==> config.mk <==
export PLATFORM = sky130hd
export DESIGN_NAME = special_color_pipe_flat
export DESIGN_NICKNAME = d
export VERILOG_FILES = /design/src/rtl/special_color_pipe_if.sv /design/src/rtl/special_color_pipe.sv /design/src/flat_wrapper.sv
export SDC_FILE = /design/constraint.sdc
export NUM_CORES = 1
export LEC_CHECK = 0
export CORE_ASPECT_RATIO = 1.5
export CORE_MARGIN = 10
export CORE_UTILIZATION = 50
export CTS_CLUSTER_SIZE = 16
export DETAILED_ROUTE_END_ITERATION = 12
export DONT_BUFFER_PORTS = 1
export GPL_TIMING_DRIVEN = 0
export PLACE_DENSITY_LB_ADDON = 0.05
export SETUP_SLACK_MARGIN = 0.15
export SYNTH_ARGS = -nofsm -noshare
export SYNTH_HDL_FRONTEND = slang
export SYNTH_SLANG_ARGS = --single-unit
==> constraint.sdc <==
create_clock -name clock -period 6.4 [get_ports clock]
set_input_delay 0.96 -clock clock [delete_from_list [all_inputs] [get_ports clock]]
set_output_delay 0.96 -clock clock [all_outputs]
set_load 0.05 [all_outputs]
==> src/rtl/special_color_pipe_if.sv <==
// special_color_pipe_if: pixel-in / colour-out handshake bundle for special_color_pipe.
interface special_color_pipe_if #(
   parameter int CH_W   = 5,
   parameter int NUM_CH = 3
);
   logic                   pix_valid, pix_ready, top_semi, win_fx;
   logic [2:0]             top_id, bot_id;
   logic [NUM_CH*CH_W-1:0] color0, color1, out_color;
   logic                   out_valid, out_ready;
   modport master (
      output pix_valid, top_id, bot_id, top_semi, win_fx, color0, color1, out_ready,
      input  pix_ready, out_valid, out_color
   );
   modport slave (
      input  pix_valid, top_id, bot_id, top_semi, win_fx, color0, color1, out_ready,
      output pix_ready, out_valid, out_color
   );
endinterface

==> src/rtl/special_color_pipe.sv <==
// special_color_pipe: 3-stage blend/brighten/darken colour effect pipeline with shadowed config.
// Optional blend statistics counter enabled by SPECIAL_COLOR_PIPE_STATS_EN.
module special_color_pipe #(
   parameter int CH_W   = 5,
   parameter int NUM_CH = 3,
   parameter int COEF_W = 5
) (
   input  logic                 clock,
   input  logic                 reset,
   input  logic [2:0]           cfg_we,
   input  logic [15:0]          cfg_data,
   input  logic                 line_start,
   special_color_pipe_if.slave  px,
   output logic [15:0]          blend_count
);
   localparam int W   = NUM_CH * CH_W;
   localparam int P_W = CH_W + 5;
   localparam logic [CH_W-1:0] MAX = '1;
   typedef enum logic [1:0] {FX_NONE, FX_ALPHA, FX_BRIGHT, FX_DARK} fx_t;
   logic [15:0]           sh_cnt_q, sh_cnt_d, sh_alpha_q, sh_alpha_d, sh_y_q, sh_y_d;
   logic [15:0]           ac_cnt_q, ac_cnt_d, ac_alpha_q, ac_alpha_d, ac_y_q, ac_y_d;
   logic                  v1_q, v1_d, v2_q, v2_d, v3_q, v3_d;
   fx_t                   fx1_q, fx1_d, fx2_q, fx2_d;
   logic [4:0]            eva1_q, eva1_d, evb1_q, evb1_d, evy1_q, evy1_d;
   logic [W-1:0]          a1_q, a1_d, b1_q, b1_d, a2_q, a2_d, out_q, out_d;
   logic [NUM_CH*P_W-1:0] p0_q, p0_d, p1_q, p1_d;
   logic                  adv, t1, t2, unused_act;
   logic [1:0]            mode;
   logic [CH_W-1:0]       ca, cb, cc;
   logic [4:0]            c0;
   logic [P_W-1:0]        q0;
   logic [P_W:0]          sum;
   function automatic logic [4:0] sat16(input logic [COEF_W-1:0] f);
      return (32'(f) > 32'd16) ? 5'd16 : 5'(f);
   endfunction
   assign unused_act = ^{ac_cnt_q, ac_alpha_q, ac_y_q};
   always_comb begin
      adv        = ~v3_q | px.out_ready;
      sh_cnt_d   = cfg_we[0] ? cfg_data : sh_cnt_q;
      sh_alpha_d = cfg_we[1] ? cfg_data : sh_alpha_q;
      sh_y_d     = cfg_we[2] ? cfg_data : sh_y_q;
      // a write landing with line_start goes straight through to the active copy
      ac_cnt_d   = line_start ? sh_cnt_d : ac_cnt_q;
      ac_alpha_d = line_start ? sh_alpha_d : ac_alpha_q;
      ac_y_d     = line_start ? sh_y_d : ac_y_q;
      mode       = ac_cnt_q[7:6];
      t1         = px.top_id < 3'd6 && ac_cnt_q[{1'b0, px.top_id}];
      t2         = px.bot_id < 3'd6 && ac_cnt_q[{1'b1, px.bot_id}];
      fx1_d      = (px.top_semi && t2) ? FX_ALPHA : !(t1 && px.win_fx) ? FX_NONE :
                   mode == 2'd1 ? (t2 ? FX_ALPHA : FX_NONE) : fx_t'(mode);
      eva1_d     = sat16(ac_alpha_q[COEF_W-1:0]);
      evb1_d     = sat16(ac_alpha_q[8 +: COEF_W]);
      evy1_d     = sat16(ac_y_q[COEF_W-1:0]);
      v1_d       = px.pix_valid;
      a1_d       = px.color0;
      b1_d       = px.color1;
      v2_d       = v1_q;
      fx2_d      = fx1_q;
      a2_d       = a1_q;
      v3_d       = v2_q;
      p0_d = '0; p1_d = '0; out_d = '0;
      ca = '0; cb = '0; cc = '0; c0 = '0; q0 = '0; sum = '0;
      for (int k = 0; k < NUM_CH; k++) begin
         ca = a1_q[k*CH_W +: CH_W];
         cb = b1_q[k*CH_W +: CH_W];
         c0 = fx1_q == FX_ALPHA ? eva1_q : evy1_q;
         p0_d[k*P_W +: P_W] = P_W'(fx1_q == FX_BRIGHT ? MAX - ca : ca) * P_W'(c0);
         p1_d[k*P_W +: P_W] = P_W'(cb) * P_W'(evb1_q);
         cc  = a2_q[k*CH_W +: CH_W];
         q0  = p0_q[k*P_W +: P_W] >> 4;
         sum = ({1'b0, p0_q[k*P_W +: P_W]} + {1'b0, p1_q[k*P_W +: P_W]}) >> 4;
         out_d[k*CH_W +: CH_W] = fx2_q == FX_ALPHA  ? (sum > (P_W+1)'(MAX) ? MAX : sum[CH_W-1:0]) :
                                 fx2_q == FX_BRIGHT ? cc + q0[CH_W-1:0] :
                                 fx2_q == FX_DARK   ? cc - q0[CH_W-1:0] : cc;
      end
   end
   always_ff @(posedge clock or posedge reset)
      if (reset) begin
         sh_cnt_q <= '0; sh_alpha_q <= '0; sh_y_q <= '0;
         ac_cnt_q <= '0; ac_alpha_q <= '0; ac_y_q <= '0;
         v1_q <= 1'b0; v2_q <= 1'b0; v3_q <= 1'b0;
         fx1_q <= FX_NONE; fx2_q <= FX_NONE;
         eva1_q <= '0; evb1_q <= '0; evy1_q <= '0;
         a1_q <= '0; b1_q <= '0; a2_q <= '0; p0_q <= '0; p1_q <= '0; out_q <= '0;
      end else begin
         sh_cnt_q <= sh_cnt_d; sh_alpha_q <= sh_alpha_d; sh_y_q <= sh_y_d;
         ac_cnt_q <= ac_cnt_d; ac_alpha_q <= ac_alpha_d; ac_y_q <= ac_y_d;
         if (adv) begin
            v1_q <= v1_d; fx1_q <= fx1_d; eva1_q <= eva1_d; evb1_q <= evb1_d; evy1_q <= evy1_d;
            a1_q <= a1_d; b1_q <= b1_d;
            v2_q <= v2_d; fx2_q <= fx2_d; a2_q <= a2_d; p0_q <= p0_d; p1_q <= p1_d;
            v3_q <= v3_d; out_q <= out_d;
         end
      end
   assign px.pix_ready = adv;
   assign px.out_valid = v3_q;
   assign px.out_color = out_q;
`ifdef SPECIAL_COLOR_PIPE_STATS_EN
   logic        fx3_q, fx3_d;
   logic [15:0] blend_q, blend_d;
   always_comb begin
      fx3_d   = fx2_q != FX_NONE;
      blend_d = line_start ? 16'd0 :
                (v3_q && px.out_ready && fx3_q && blend_q != 16'hFFFF) ? blend_q + 16'd1 : blend_q;
   end
   always_ff @(posedge clock or posedge reset)
      if (reset) begin
         fx3_q   <= 1'b0;
         blend_q <= '0;
      end else begin
         blend_q <= blend_d;
         if (adv) fx3_q <= fx3_d;
      end
   assign blend_count = blend_q;
`else
   assign blend_count = '0;
`endif
endmodule

==> src/flat_wrapper.sv <==
// flat-port wrapper written by rule: the top's interface ports become plain ports
module special_color_pipe_flat 
#(
   parameter int CH_W   = 5,
   parameter int NUM_CH = 3,
   parameter int COEF_W = 5
)
  (clock, reset, cfg_we, cfg_data, line_start, blend_count, px_pix_valid, px_top_id, px_bot_id, px_top_semi, px_win_fx, px_color0, px_color1, px_out_ready, px_pix_ready, px_out_valid, px_out_color);
  special_color_pipe_if #(.CH_W(CH_W), .NUM_CH(NUM_CH)) px_i ();
  input  logic clock;
  input  logic reset;
  input  logic [2:0] cfg_we;
  input  logic [15:0] cfg_data;
  input  logic line_start;
  output logic [15:0] blend_count;
  input wire logic [$bits(px_i.pix_valid)-1:0] px_pix_valid;
  input wire logic [$bits(px_i.top_id)-1:0] px_top_id;
  input wire logic [$bits(px_i.bot_id)-1:0] px_bot_id;
  input wire logic [$bits(px_i.top_semi)-1:0] px_top_semi;
  input wire logic [$bits(px_i.win_fx)-1:0] px_win_fx;
  input wire logic [$bits(px_i.color0)-1:0] px_color0;
  input wire logic [$bits(px_i.color1)-1:0] px_color1;
  input wire logic [$bits(px_i.out_ready)-1:0] px_out_ready;
  output wire logic [$bits(px_i.pix_ready)-1:0] px_pix_ready;
  output wire logic [$bits(px_i.out_valid)-1:0] px_out_valid;
  output wire logic [$bits(px_i.out_color)-1:0] px_out_color;
  assign px_i.pix_valid = px_pix_valid;
  assign px_i.top_id = px_top_id;
  assign px_i.bot_id = px_bot_id;
  assign px_i.top_semi = px_top_semi;
  assign px_i.win_fx = px_win_fx;
  assign px_i.color0 = px_color0;
  assign px_i.color1 = px_color1;
  assign px_i.out_ready = px_out_ready;
  assign px_pix_ready = px_i.pix_ready;
  assign px_out_valid = px_i.out_valid;
  assign px_out_color = px_i.out_color;
  special_color_pipe #(.CH_W(CH_W), .NUM_CH(NUM_CH), .COEF_W(COEF_W)) u_core (.clock(clock), .reset(reset), .cfg_we(cfg_we), .cfg_data(cfg_data), .line_start(line_start), .px(px_i), .blend_count(blend_count));
endmodule
==> results of run 1 <==
-- sequential cells by signal, indices dropped and copies added, names as in the netlist, 10 cells and up --
| signal | cells |
|---|---|
| u_core.sh_alpha_q | 10 |
| u_core.p1_q | 30 |
| u_core.px.out_color | 15 |
| u_core.a1_q | 15 |
| u_core.a2_q | 15 |
| u_core.p0_q | 30 |
| u_core.ac_alpha_q | 10 |
| u_core.sh_cnt_q | 14 |
| u_core.b1_q | 15 |
| u_core.ac_cnt_q | 14 |
-- placed cells by master (no fill, tap or decap), types with 13 or more instances in the layout --
cell type and count:
clkbuf_16 17, mux2i_1 13, nor3_1 21, inv_1 126
nor2_1 105, dfrtp_1 200, or2_2 18, o21ai_0 54
nand3_1 15, fa_1 60, o21bai_1 13, ha_1 159
xor2_1 20, and2_1 39, a21oi_1 57, a21o_1 19
mux2_2 60, clkbuf_1 34, xnor2_1 50, nand3b_1 13
buf_4 17, conb_1 16, nand2_1 310
-- power groups by stage --
| stage | clock network, uW | logic (uW) | registers (uW) |
|---|---|---|---|
| 4_1_cts | 1160 | 3410 | 2220 |
| 2_1_floorplan | 0 | 2590 | 2050 |
| 3_3_place_gp | 0 | 3320 | 2240 |
| 3_5_place_dp | 0 | 3370 | 2240 |
| 6_report | 1140 | 3380 | 2220 |
| 5_1_grt | 1220 | 3840 | 2260 |
-- through the flow --
step | cell area (sq um) | utilization (%) | std cells | total power (uW) | hold WS [ns]
2_1_floorplan | 14400 | - | 1545 | 4630 | 0.430
3_3_place_gp | 14800 | 52.7 | 1891 | 5550 | 0.450
3_5_place_dp | 14900 | 53.1 | 1896 | 5620 | 0.454
4_1_cts | 15500 | 55.4 | 1928 | 6790 | 0.380
5_1_grt | 15500 | 55.4 | 1928 | 7320 | 0.397
6_report | 15500 | 55.4 | 1928 | 6730 | 0.387
-- metal layers --
metal | up-vias | wire, um | track usage, %
met5 | - | 0 | 0
met4 | 0 | 1140 | 7.52
met3 | 47 | 1610 | 4.55
met2 | 188 | 19600 | 38.8
met1 | 5125 | 15000 | 25.2
li1 | 5081 | - | -
-- cells by family (layout without fill, tap and decap cells) --
family,count (synthesis),count (layout),synth area share (%)
and+or+nand+nor,552,552,16.8
buffers and inverters,201,238,5.99
muxes,75,75,5.95
DFF,200,200,35.0
other,1,16,0.0262
AOI/OAI and AO/OA,212,212,9.63
adders and majority gates,219,219,22.3
xor gates and xnor gates,70,70,4.29
-- worst register-to-register path, delay by kind of cell, from the launching register on --
kind,cells,cell delay [ns]
xor+xnor,2,0.46
compound gates,4,0.73
fa+ha+maj,4,1.88
flops,1,0.43
simple gates,2,0.48
buf+inv,3,0.63
-- cell type report --
cell class	count	area share (%)
clock inverter	15	1.36
buffer	73	2.42
inverter	128	3.12
timing repair buffer	5	0.644
multi-input combinational	1144	54.7
tap	346	2.79
sequential	200	32.2
clock buffer	17	2.74
-- worst min-delay path by stage --
stage,depth (start not counted),slack (ns),from,endpoint
after global routing,1,0.40,reset,u_core.b1_q[9]$_DFFE_PP0P_
after floorplan,2,0.43,u_core.v2_q$_DFFE_PP0P_,u_core.v2_q$_DFFE_PP0P_
final,1,0.39,reset,u_core.b1_q[9]$_DFFE_PP0P_
after detailed placement,2,0.45,u_core.eva1_q[1]$_DFFE_PP0P_,u_core.eva1_q[1]$_DFFE_PP0P_
after CTS,1,0.38,reset,u_core.b1_q[9]$_DFFE_PP0P_
after global placement,2,0.45,u_core.v1_q$_DFFE_PP0P_,u_core.v1_q$_DFFE_PP0P_
==> out/results.ini, run 1 <==
[logic_synthesis]
yosysTopAreaCell=dfrtp_1
ys_seq_area_share_pct=35.0
netlist.area_leader.share_pct=35.0
synthArstFlopShare_pct=100
synth_area_sq_um=14300
netlist_instances=1530
ys_top_cells_by_area=dfrtp_1 35%, ha_1 14%, fa_1 8.4%, nand2_1 8.1%, mux2_2 4.7%
synth_most_common_cell=nand2_1
synth-edff-count=0
synth_flop_cell=dfrtp_1
yosys_warnings=0
synth.avg_cell_area_sq_um=9.35
synth-seq-cells=200
ys_types=65
synth_common_cells=310 x nand2_1, 200 x dfrtp_1, 159 x ha_1

[timing]
grt_setup_unrepaired=false
worstMarginPinSlew_ns=1.13
clock_skew_ns=0.0206
period_share_pct=74.6
period_minus_slack_ns=4.77
clock.fmax_mhz=210
timing.final.ws_setup_ns=1.63
setup_viol=0
maxSlewHeadroom_pct=24.7
final-hold-violation-count=0
setup_tns_ns=0
finalMaxSlewViolations=0

[clock_network]
clock_path_buffers=2
cts_tree=yes
cts_hold_buf=0
cts_buffers=17
cts_root_buffer=clkbuf_16
post-cts-setup-buffer-count=0
cts_resized=0
clock_sinks=200
clkLatencyLatePin_ns=0.47
h-tree-depth=4
clk_pin_slew_ns=0.08

[critical_path]
crit_chain=nor2b_1 -> buf_2 -> buf_4 -> xnor2_1 -> or2_2 -> fa_1 -> fa_1 -> inv_1 -> fa_1 -> ha_1 -> a21oi_1 -> o21ai_0 -> a31oi_1 -> xnor2_1 -> a21oi_1
crit_buf_inv=3
r2r_cells=15
required_ns=6.68
critical-path-max-stage-delay_ns=0.56
r2r-start=u_core.fx1_q[1]$_DFFE_PP0P_
arrival_ns=5.06
timing.critical_path.slowest_stage_cell=fa_1
r2r_slack_ns=1.63
startpoint_type=flip-flop
crit_start=u_core.fx1_q[1]$_DFFE_PP0P_
path_depth=15
critical_path.endpoint=u_core.p0_q[29]$_DFFE_PP0P_
cp_top_family=adder cells
critPathMaxFanout=10
reg2reg_to=u_core.p0_q[29]$_DFFE_PP0P_
critPathMostFrequentCell=fa_1
critPathCaptureType=flip-flop
worstSetupPathType=reg -> reg

[grt]
antenna_found_initial=0
grt_first_pass_wirelength_um=60000
grt_util_all_layers_pct=21.8
grt_max_degree=42
grt_pass1_vias=10900
grt.overflow.total=0

[floorplan]
die_w_um=158
pin_count=95
start_util_pct=51.0
die_height_um=227
dieArea_sq_um=35900
num_rows=75
core_area_sq_um=28100

[route]
routed_via_density=5.42
vias=10400
drt-initial-drc-count=510
ant_nets=0
post_drt_wl_per_cell_um=19.4
route.detailed.drc=0
firstDrtPassIters=5
drt-total-wl_um=37400

[final_layout]
finalNetCount=1850
seq_area_sq_um=5000
multi_input_area_sq_um=8500
insertedDiodeCount=0
drive_gt1_share_pct=9.99
num-fill-cells=2597
flow.area_growth_from_synthesis_pct=8.60

[pwr]
netSwitchingFraction_pct=47.1
p_int_uw=3560
combPwrFrac_pct=50.1
netSwitchingPower_uw=3170
p_clk_share_pct=16.9
leakagePower_uw=0.00782
powerDensity_nw_per_um2=434
peakVddDrop_mv=0.202
pwr-share-seq_pct=32.9

[hold_path]
hp-class=in -> async

[status]
status=finished, final reports clean

[placement]
portBuffers=0
hpwl_um=30200
dpl_worst_slack_ns=1.61
place.gp.congestion=0.882

[run]
cap_violations=0

Power figures use the tool's default switching activity.
==> inputs of run 2 (changes only) <==
==> constraint.sdc (replaced) <==
create_clock -name clock -period 4.1 [get_ports clock]
set_input_delay 0.615 -clock clock [delete_from_list [all_inputs] [get_ports clock]]
set_output_delay 0.615 -clock clock [all_outputs]
set_load 0.05 [all_outputs]
==> run 2 against run 1 <==
Compared with the run above:
- the run now ends with setup timing left
- setup slack lost 1.7 ns
- non-clock buffer count grew 32
- final area grew 5.3%
- utilization grew 2.9 points
- cell count grew 1.7%
- first-iteration DRC count grew 0.59%
- critical path type unchanged
==> out/results.ini, run 2 (same netlist as run 1, synthesis figures left out) <==
[critical_path]
arrival_ns=4.54
startpoint_type=flip-flop
crit_buf_inv=4
crit_chain=nor2b_4 -> buf_8 -> buf_4 -> xnor2_2 -> or2_4 -> fa_1 -> fa_1 -> fa_1 -> inv_2 -> ha_4 -> nor2b_4 -> o21ai_2 -> a21boi_2 -> o21ai_2 -> buf_4 -> a21oi_2 -> o31ai_2
r2r-start=u_core.fx1_q[1]$_DFFE_PP0P_
r2r_cells=17
critical-path-max-stage-delay_ns=0.57
timing.critical_path.slowest_stage_cell=fa_1
critPathCaptureType=flip-flop
path_depth=17
critPathMaxFanout=5
required_ns=4.48
critPathMostFrequentCell=fa_1
worstSetupPathType=reg -> reg
cp_top_family=adder cells
crit_start=u_core.fx1_q[1]$_DFFE_PP0P_

[timing]
period_share_pct=102
finalMaxSlewViolations=0
clock_skew_ns=0.0210
worstMarginPinSlew_ns=1.14
timing.final.ws_setup_ns=-0.0659
final-hold-violation-count=0
grt_setup_unrepaired=true
period_minus_slack_ns=4.17
setup_tns_ns=-0.112
setup_viol=3
clock.fmax_mhz=240
maxSlewHeadroom_pct=24.3

[route]
drt-total-wl_um=38900
vias=10700
firstDrtPassIters=5
wirelength_met1_um=15600
ant_nets=0
post_drt_wl_per_cell_um=19.8
top_layer=met4
drt-initial-drc-count=513
route.detailed.drc=0
dr_wl_met3_um=1790
met2_length_um=20100
routed_via_density=5.47

[grt]
antenna_found_initial=0
grt_util_all_layers_pct=22.3
grt_first_pass_wirelength_um=61100
grt_pass1_vias=11000
grt.overflow.total=0
grt_max_degree=44

[pwr]
pwr-share-seq_pct=31.2
p_clk_share_pct=16.0
p_int_uw=5980
leakagePower_uw=0.00811
powerDensity_nw_per_um2=686
netSwitchingFraction_pct=46.7
netSwitchingPower_uw=5250
peakVddDrop_mv=0.402
combPwrFrac_pct=52.8

[clock_network]
cts_buffers=17
clock_path_buffers=2
cts_hold_buf=0
clock_sinks=200
clk_pin_slew_ns=0.08
h-tree-depth=4
cts_root_buffer=clkbuf_16
cts_tree=yes
clkLatencyLatePin_ns=0.48

[final_layout]
fin_area_sq_um=16400
final_common_cell=nand2_1
num-fill-cells=2506
mostFrequentLayoutCells=310 x nand2_1, 195 x dfrtp_1, 153 x ha_1, 123 x inv_1, 105 x nor2_1
flow.area_growth_from_synthesis_pct=14.4
reg.largest.list=u_core.p0_q: 30 flops, u_core.p1_q: 30 flops
finalNetCount=1882
insertedDiodeCount=0
drive_gt1_share_pct=16.5

[floorplan]
num_rows=75
pin_count=95
die_w_um=158
core_area_sq_um=28100
die_height_um=227
dieArea_sq_um=35900
start_util_pct=51.0

[placement]
place.gp.congestion=0.871
placed_cell_area_sq_um=15000
hpwl_um=30300
portBuffers=0
dpl_worst_slack_ns=-0.550

[status]
status=finished with violations
violations=setup timing

[hold_path]
hp-class=in -> async

[run]
cap_violations=0

## run 2: cell count changes in the layout (fill, tap and decap cells not counted), moves of 7 or more
cell	before	now
buf_4	17	48
clkbuf_1	34	27
xnor2_1	50	35
a21oi_1	57	45
o21ai_0	54	42
o21ai_2	0	8
xnor2_2	0	9
a21oi_2	2	12
## run 2: power groups by stage
| stage | sequential (uW) | combinational [uW] | clock (uW) |
|---|---|---|---|
| 2_1_floorplan | 3190 | 4100 | 0 |
| 3_3_place_gp | 3500 | 5240 | 0 |
| 3_5_place_dp | 3510 | 5320 | 0 |
| 4_1_cts | 3490 | 5650 | 1830 |
| 5_1_grt | 3570 | 6630 | 1900 |
| 6_report | 3500 | 5920 | 1800 |
## run 2: per-stage QoR
| step | total power, uW | hold WS (ns) | util (%) | instances |
|---|---|---|---|---|
| after global placement | 8740 | 0.451 | 52.9 | 1891 |
| after CTS | 11000 | 0.0283 | 57.0 | 1946 |
| after global routing | 12100 | 0.0515 | 58.3 | 1960 |
| final | 11200 | 0.0297 | 58.3 | 1960 |
| after floorplan | 7290 | 0.430 | - | 1545 |
| after detailed placement | 8830 | 0.457 | 53.3 | 1896 |
## run 2: what timing repair did
action,4_1_cts,5_1_grt
endpoints found under the hold margin,0,0
gates resized for setup,60,56
cloned,1,0
pin swaps,35,48
setup buffers,17,15
endpoints found under the setup margin,25,22
## run 2: layer usage
metal,vias up,GRT usage [%]
li1,5155,-
met3,63,4.29
met4,0,9.38
met1,5296,26.2
met5,-,0
met2,214,38.7
## run 2: layout make-up
| cell class | instances | area, sq um | share of cell area, % |
|---|---|---|---|
| multi-input cells | 1144 | 9000 | 55.0 |
| flip-flops and latches | 200 | 5010 | 30.6 |
| inverters | 128 | 484 | 2.96 |
| plain buffers | 73 | 455 | 2.78 |
| well taps | 346 | 433 | 2.65 |
| clock buffers | 17 | 425 | 2.60 |
| repair buffers | 37 | 348 | 2.13 |
| clock inverters | 15 | 206 | 1.26 |
## run 2: path summary, 6_finish.rpt
check / end / slack [ns]
max: u_core.p0_q[18]$_DFFE_PP0P_ / -0.07
min: u_core.b1_q[2]$_DFFE_PP0P_ / 0.03
max reg2reg: u_core.p0_q[18]$_DFFE_PP0P_ / -0.07
min reg2reg: u_core.p1_q[21]$_DFFE_PP0P_ / 0.48
max in group asynchronous: u_core.ac_alpha_q[3]$_DFFE_PP0P_ / 3.24
min in group clock: u_core.a1_q[14]$_DFFE_PP0P_ / 0.25
## run 2: worst register-to-register path: stages, from the launching register on
cell      delay [ns]
dfrtp_2         0.44
nor2b_4         0.15
buf_8           0.14
buf_4           0.14
xnor2_2         0.18
or2_4           0.28
fa_1            0.57
fa_1            0.44
fa_1            0.51
inv_2           0.05
ha_4            0.21
nor2b_4         0.12
o21ai_2         0.18
a21boi_2        0.10
o21ai_2         0.17
buf_4           0.13
a21oi_2         0.05
o31ai_2         0.21
==> variant 1, RTL diff (config.mk and constraints of run 1) <==
Build with the macro `SPECIAL_COLOR_PIPE_STATS_EN` defined.
--- a/src/rtl/special_color_pipe.sv
+++ b/src/rtl/special_color_pipe.sv
@@ -1,5 +1,7 @@
 // special_color_pipe: 3-stage blend/brighten/darken colour effect pipeline with shadowed config.
 // Optional blend statistics counter enabled by SPECIAL_COLOR_PIPE_STATS_EN.
+`define SPECIAL_COLOR_PIPE_STATS_EN
+
 module special_color_pipe #(
    parameter int CH_W   = 5,
    parameter int NUM_CH = 3,
Function: changed (Yosys sat finds a counterexample within 10 cycles, from zero or initial values and one cycle with reset high).
==> variant 1 against run 1 <==
Utilization about the same. Wire length up 16%. Setup slack worse by 0.56 ns. Design area up 7.4%. Via count up 11%. Sequential cell count up 17. Power up 12%. Area after synthesis up 6.2%. Global-route usage up 1.4 points. Count of clock-buffer cells in the layout up 20. Clock power up 33%. Worst hold slack worse by 0.16 ns. Sequential share of layout area up 0.33 points. Critical path type unchanged. Critical endpoint is now u_core.p0_q[28].
==> variant 1: results (changes against run 1) <==
Parameter                              Value

Detailed routing
  Vias    11.6k (was 10.4k)
  Violation count after the first detailed-route iteration    634 (was 510)
  Mean routed wirelength per cell    21.0 um (was 19.4 um)

CTS
  Number of buffers created by CTS    24 (was 17)
  CTS clk-pin slew, worst paths    0.06 ns (was 0.08 ns)

Finish
  Final cell utilization of the core    55.3% (was 55.4%)
  Share of layout cells above drive strength 1    9.00% (was 9.99%)
  Filler cell count in the final layout    2744 (was 2597)

Placement
  Dpl cell area    15800 um^2 (was 14900 um^2)
  Post-Place Setup Slack    1.15 ns (was 1.61 ns)
  Half-perimeter wire length of the detailed placement result    34.1 mm (was 30.2 mm)
  Last weighted congestion value of the routability-driven placer    0.908 (was 0.882)

Critical path
  Cell type of the slowest stage on the worst timing path    sky130_fd_sc_hd__mux2i_1 (was sky130_fd_sc_hd__fa_1)
  Crit Reg-Reg Endpoint    u_core.p0_q[28] (was u_core.p0_q[29])
  Delay of the slowest cell on the worst path    0.62 ns (was 0.56 ns)
  Reg-to-reg slack, setup    1.07 ns (was 1.63 ns)

Timing
  WHS    0.226 ns (was 0.387 ns)

Pwr
  Combinational group share of total power    48.3% (was 50.1%)
  Worst ir drop on vdd    0.000231 V (was 0.000202 V)
  Clock power frac    20.1% (was 16.9%)
  Reported leakage power    8.26 nW (was 7.82 nW)

Global route
  Vias in the first global route    12.1k (was 10.9k)
  Maximum number of pins on one net before global-route repair    44 (was 42)

Yosys
  Cells after Synth    1617 (was 1530)
  Most frequent cells after synthesis    sky130_fd_sc_hd__nand2_1 (306), sky130_fd_sc_hd__dfrtp_1 (217), sky130_fd_sc_hd__ha_1 (160) (was sky130_fd_sc_hd__nand2_1 (310), sky130_fd_sc_hd__dfrtp_1 (200), sky130_fd_sc_hd__ha_1 (159))
  Seq/Total Area, Yosys    35.7% (was 35.0%)

Outcome
  Outcome    finished clean (unchanged)
## variant 1: changes by cell type in the layout (fill, tap and decap cells not counted), sizes merged, moves of 7 or more
cell and delta:
o21ai -26, a21oi +24, clkbuf +24, dfrtp +17, conb -16, buf -14, nor2 +11, xnor2 +9
and3 +8, nand4 +8, clkinv -7, nand3b +7
## variant 1: final cells by class
class | instances | area share, %
plain buffers | 62 | 1.50
repair buffers | 6 | 0.720
inverters | 133 | 3.01
clock inverters | 6 | 0.660
flip-flops and latches | 217 | 32.5
clock buffers | 37 | 4.56
multi-input cells | 1205 | 54.0
well taps | 400 | 3.00
## variant 1: worst max-delay path by stage
stage / slack, ns / endpoint / depth (start not counted) / start
after CTS: 1.12 / u_core.p0_q[28] / 16 / u_core.fx1_q[0]
after global placement: 1.23 / u_core.p0_q[28] / 16 / u_core.fx1_q[1]
after global routing: 0.79 / u_core.p0_q[28] / 16 / u_core.fx1_q[0]
after floorplan: 2.06 / u_core.p0_q[29] / 15 / u_core.fx1_q[1]
after detailed placement: 1.15 / u_core.p0_q[28] / 16 / u_core.fx1_q[0]
final: 1.07 / u_core.p0_q[28] / 16 / u_core.fx1_q[0]
## variant 1: layer usage
metal / up-vias / GRT usage [%] / routed length [um]
li1: 5477 / - / -
met1: 5669 / 25.1 / 16300
met2: 297 / 41.9 / 22300
met3: 116 / 4.05 / 2320
met4: 0 / 12.7 / 2490
met5: - / 0 / 0
## variant 1: cell families after synthesis
logic type	Yosys count	share of synthesized area, %
simple gates	595	17.9
compound gates	230	9.84
fa+ha+maj	220	21.1
flops	217	35.7
buf+inv	195	4.93
xor+xnor	80	4.61
mux	80	5.92
==> variant 2, RTL diff (settings of run 1) <==
Made on the original files. `sh_y_q` no longer has a reset.
--- a/src/rtl/special_color_pipe.sv
+++ b/src/rtl/special_color_pipe.sv
@@ -76,14 +76,14 @@
    end
    always_ff @(posedge clock or posedge reset)
       if (reset) begin
-         sh_cnt_q <= '0; sh_alpha_q <= '0; sh_y_q <= '0;
+         sh_cnt_q <= '0; sh_alpha_q <= '0; 
          ac_cnt_q <= '0; ac_alpha_q <= '0; ac_y_q <= '0;
          v1_q <= 1'b0; v2_q <= 1'b0; v3_q <= 1'b0;
          fx1_q <= FX_NONE; fx2_q <= FX_NONE;
          eva1_q <= '0; evb1_q <= '0; evy1_q <= '0;
          a1_q <= '0; b1_q <= '0; a2_q <= '0; p0_q <= '0; p1_q <= '0; out_q <= '0;
       end else begin
-         sh_cnt_q <= sh_cnt_d; sh_alpha_q <= sh_alpha_d; sh_y_q <= sh_y_d;
+         sh_cnt_q <= sh_cnt_d; sh_alpha_q <= sh_alpha_d; 
          ac_cnt_q <= ac_cnt_d; ac_alpha_q <= ac_alpha_d; ac_y_q <= ac_y_d;
          if (adv) begin
             v1_q <= v1_d; fx1_q <= fx1_d; eva1_q <= eva1_d; evb1_q <= evb1_d; evy1_q <= evy1_d;
@@ -92,6 +92,10 @@
             v3_q <= v3_d; out_q <= out_d;
          end
       end
+
+   always_ff @(posedge clock) begin
+      sh_y_q <= sh_y_d;
+   end
    assign px.pix_ready = adv;
    assign px.out_valid = v3_q;
    assign px.out_color = out_q;
Function: changed (a bounded check fails within 10 cycles, from zero or initial values and one cycle with reset high).
==> variant 2 against run 1 <==
Synthesized cell count is 1.6% lower. Power is 0.57% lower. Area after synthesis is 1.4% lower. Sequential cell count stayed put. Wire length is 2.8% lower. Die area is 1.3% lower. Setup slack worse by 0.13 ns. Clock skew is 0.0077 ns lower. Design area is 1.2% lower. Critical path type unchanged.
==> variant 2: results (changes against run 1) <==
Parameter                              Value

Outcome
  Outcome    finished clean (unchanged)

Finish
  Net count of the finished layout    1826 (was 1850)
  Share of layout cells above drive strength 1    8.09% (was 9.99%)
  Filler-free cell count of the finished design    1906 (was 1928)

Pwr
  Reported leakage power    7.74 nW (was 7.82 nW)
  Worst ir drop on vdd    0.000217 V (was 0.000202 V)
  Sw frac    46.5% (was 47.1%)

Yosys
  Seq/Total Area, Yosys    35.3% (was 35.0%)
  Most frequent cells after synthesis    sky130_fd_sc_hd__nand2_1 (303), sky130_fd_sc_hd__dfrtp_1 (195), sky130_fd_sc_hd__ha_1 (159) (was sky130_fd_sc_hd__nand2_1 (310), sky130_fd_sc_hd__dfrtp_1 (200), sky130_fd_sc_hd__ha_1 (159))
  Mapped Avg Cell Area    9.36 um^2 (was 9.35 um^2)
  Largest cells by area after synthesis    sky130_fd_sc_hd__dfrtp_1 (35%), sky130_fd_sc_hd__ha_1 (14%), sky130_fd_sc_hd__fa_1 (8.5%), sky130_fd_sc_hd__nand2_1 (8.1%), sky130_fd_sc_hd__mux2_2 (4.0%) (was sky130_fd_sc_hd__dfrtp_1 (35%), sky130_fd_sc_hd__ha_1 (14%), sky130_fd_sc_hd__fa_1 (8.4%), sky130_fd_sc_hd__nand2_1 (8.1%), sky130_fd_sc_hd__mux2_2 (4.7%))
  Share of flip-flops with an asynchronous set or reset after synthesis    97.5% (was 100%)
  Number of library cell types mapped by synthesis    56 (was 65)

Global route
  Maximum number of pins on one net before global-route repair    41 (was 42)
  Overall Global Routing Usage    21.1% (was 21.8%)
  Antenna violations before repair    2 (was 0)
  First-pass GRT wire length    57.7 mm (was 60.0 mm)
  Vias in the first global route    10.6k (was 10.9k)

Critical path
  R2R cell count    17 (was 15)
  Worst EP arrival    5.22 ns (was 5.06 ns)
  Crit Reg-Reg Endpoint    u_core.p0_q[28] (was u_core.p0_q[29])

Detailed routing
  Vias    10.2k (was 10.4k)
  Violation count after the first detailed-route iteration    377 (was 510)
  Length of the first detailed-routing pass in iterations    6 (was 5)
  Mean routed wirelength per cell    19.1 um (was 19.4 um)

Timing
  Largest clock skew in the final design    0.0129 ns (was 0.0206 ns)
  Slew at the pin with the worst max-slew slack    1.06 ns (was 1.13 ns)

Placement
  Last weighted congestion value of the routability-driven placer    0.856 (was 0.882)
  Post-Place Setup Slack    1.51 ns (was 1.61 ns)
  Half-perimeter wire length of the detailed placement result    29.2 mm (was 30.2 mm)

CTS
  Buffer cell driving the clock tree root    sky130_fd_sc_hd__clkbuf_16 (unchanged)
[variant 2: cell count changes after synthesis, sizes merged, moves of 5 or more]
| cell | before | now |
|---|---|---|
| xnor2 | 50 | 55 |
| dfxtp | 0 | 5 |
| o31ai | 12 | 4 |
| nor3 | 25 | 20 |
| o21ai | 59 | 43 |
| a21oi | 59 | 82 |
| xor2 | 20 | 26 |
| nand2 | 310 | 303 |
| dfrtp | 200 | 195 |
| nand3 | 15 | 9 |
| inv | 127 | 120 |
[variant 2: routing by layer]
metal | wire length (um) | vias up | GRT usage [%]
li1 | - | 4997 | -
met1 | 14400 | 5028 | 24.1
met2 | 19700 | 164 | 38.9
met3 | 1390 | 43 | 3.66
met4 | 799 | 0 | 6.75
met5 | 0 | - | 0
[variant 2: layout make-up]
| type | instances | area, um^2 |
|---|---|---|
| clock inverters | 14 | 216 |
| flip-flops and latches | 200 | 4980 |
| clock buffers | 18 | 439 |
| fillers | 2575 | 12500 |
| inverters | 120 | 454 |
| plain buffers | 73 | 355 |
| well taps | 346 | 433 |
| diodes | 2 | 5.00 |
| repair buffers | 5 | 100 |
| multi-input cells | 1128 | 8370 |
[variant 2: stage by stage]
| stage | power (mW) | hold slack [ns] | instance area [um^2] |
|---|---|---|---|
| floorplan | 4.60 | 0.430 | 14200 |
| global placement | 5.49 | 0.451 | 14600 |
| detailed placement | 5.56 | 0.453 | 14700 |
| CTS | 6.77 | 0.385 | 15400 |
| global route | 7.28 | 0.411 | 15400 |
| finish | 6.70 | 0.388 | 15400 |
[variant 2: logic make-up after synthesis]
family          after synthesis  synth area share, %
mux                          75                 6.03
simple gates                532                 16.3
other cells                   1               0.0266
xor+xnor                     81                 5.03
compound gates              205                 9.00
buf+inv                     193                 5.71
flops                       200                 35.3
fa+ha+maj                   219                 22.6
[variant 2: power groups by stage]
stage | clock (mW) | sequential, mW | combinational, mW
detailed placement | 0 | 2.24 | 3.32
floorplan | 0 | 2.05 | 2.55
global placement | 0 | 2.23 | 3.26
finish | 1.18 | 2.21 | 3.31
global route | 1.25 | 2.26 | 3.77
CTS | 1.21 | 2.22 | 3.35
[variant 2: worst max-delay path by stage]
| stage | start | to | slack (ns) | cells after the start |
|---|---|---|---|---|
| after detailed placement | u_core.fx1_q[1] | u_core.p0_q[28] | 1.51 | 16 |
| after floorplan | u_core.fx1_q[1] | u_core.p0_q[18] | 2.33 | 16 |
| final | u_core.fx1_q[1] | u_core.p0_q[28] | 1.49 | 17 |
| after global routing | u_core.fx1_q[1] | u_core.p0_q[28] | 1.23 | 16 |
| after CTS | u_core.fx1_q[1] | u_core.p0_q[28] | 1.47 | 17 |
| after global placement | u_core.fx1_q[1] | u_core.p0_q[28] | 1.57 | 16 |
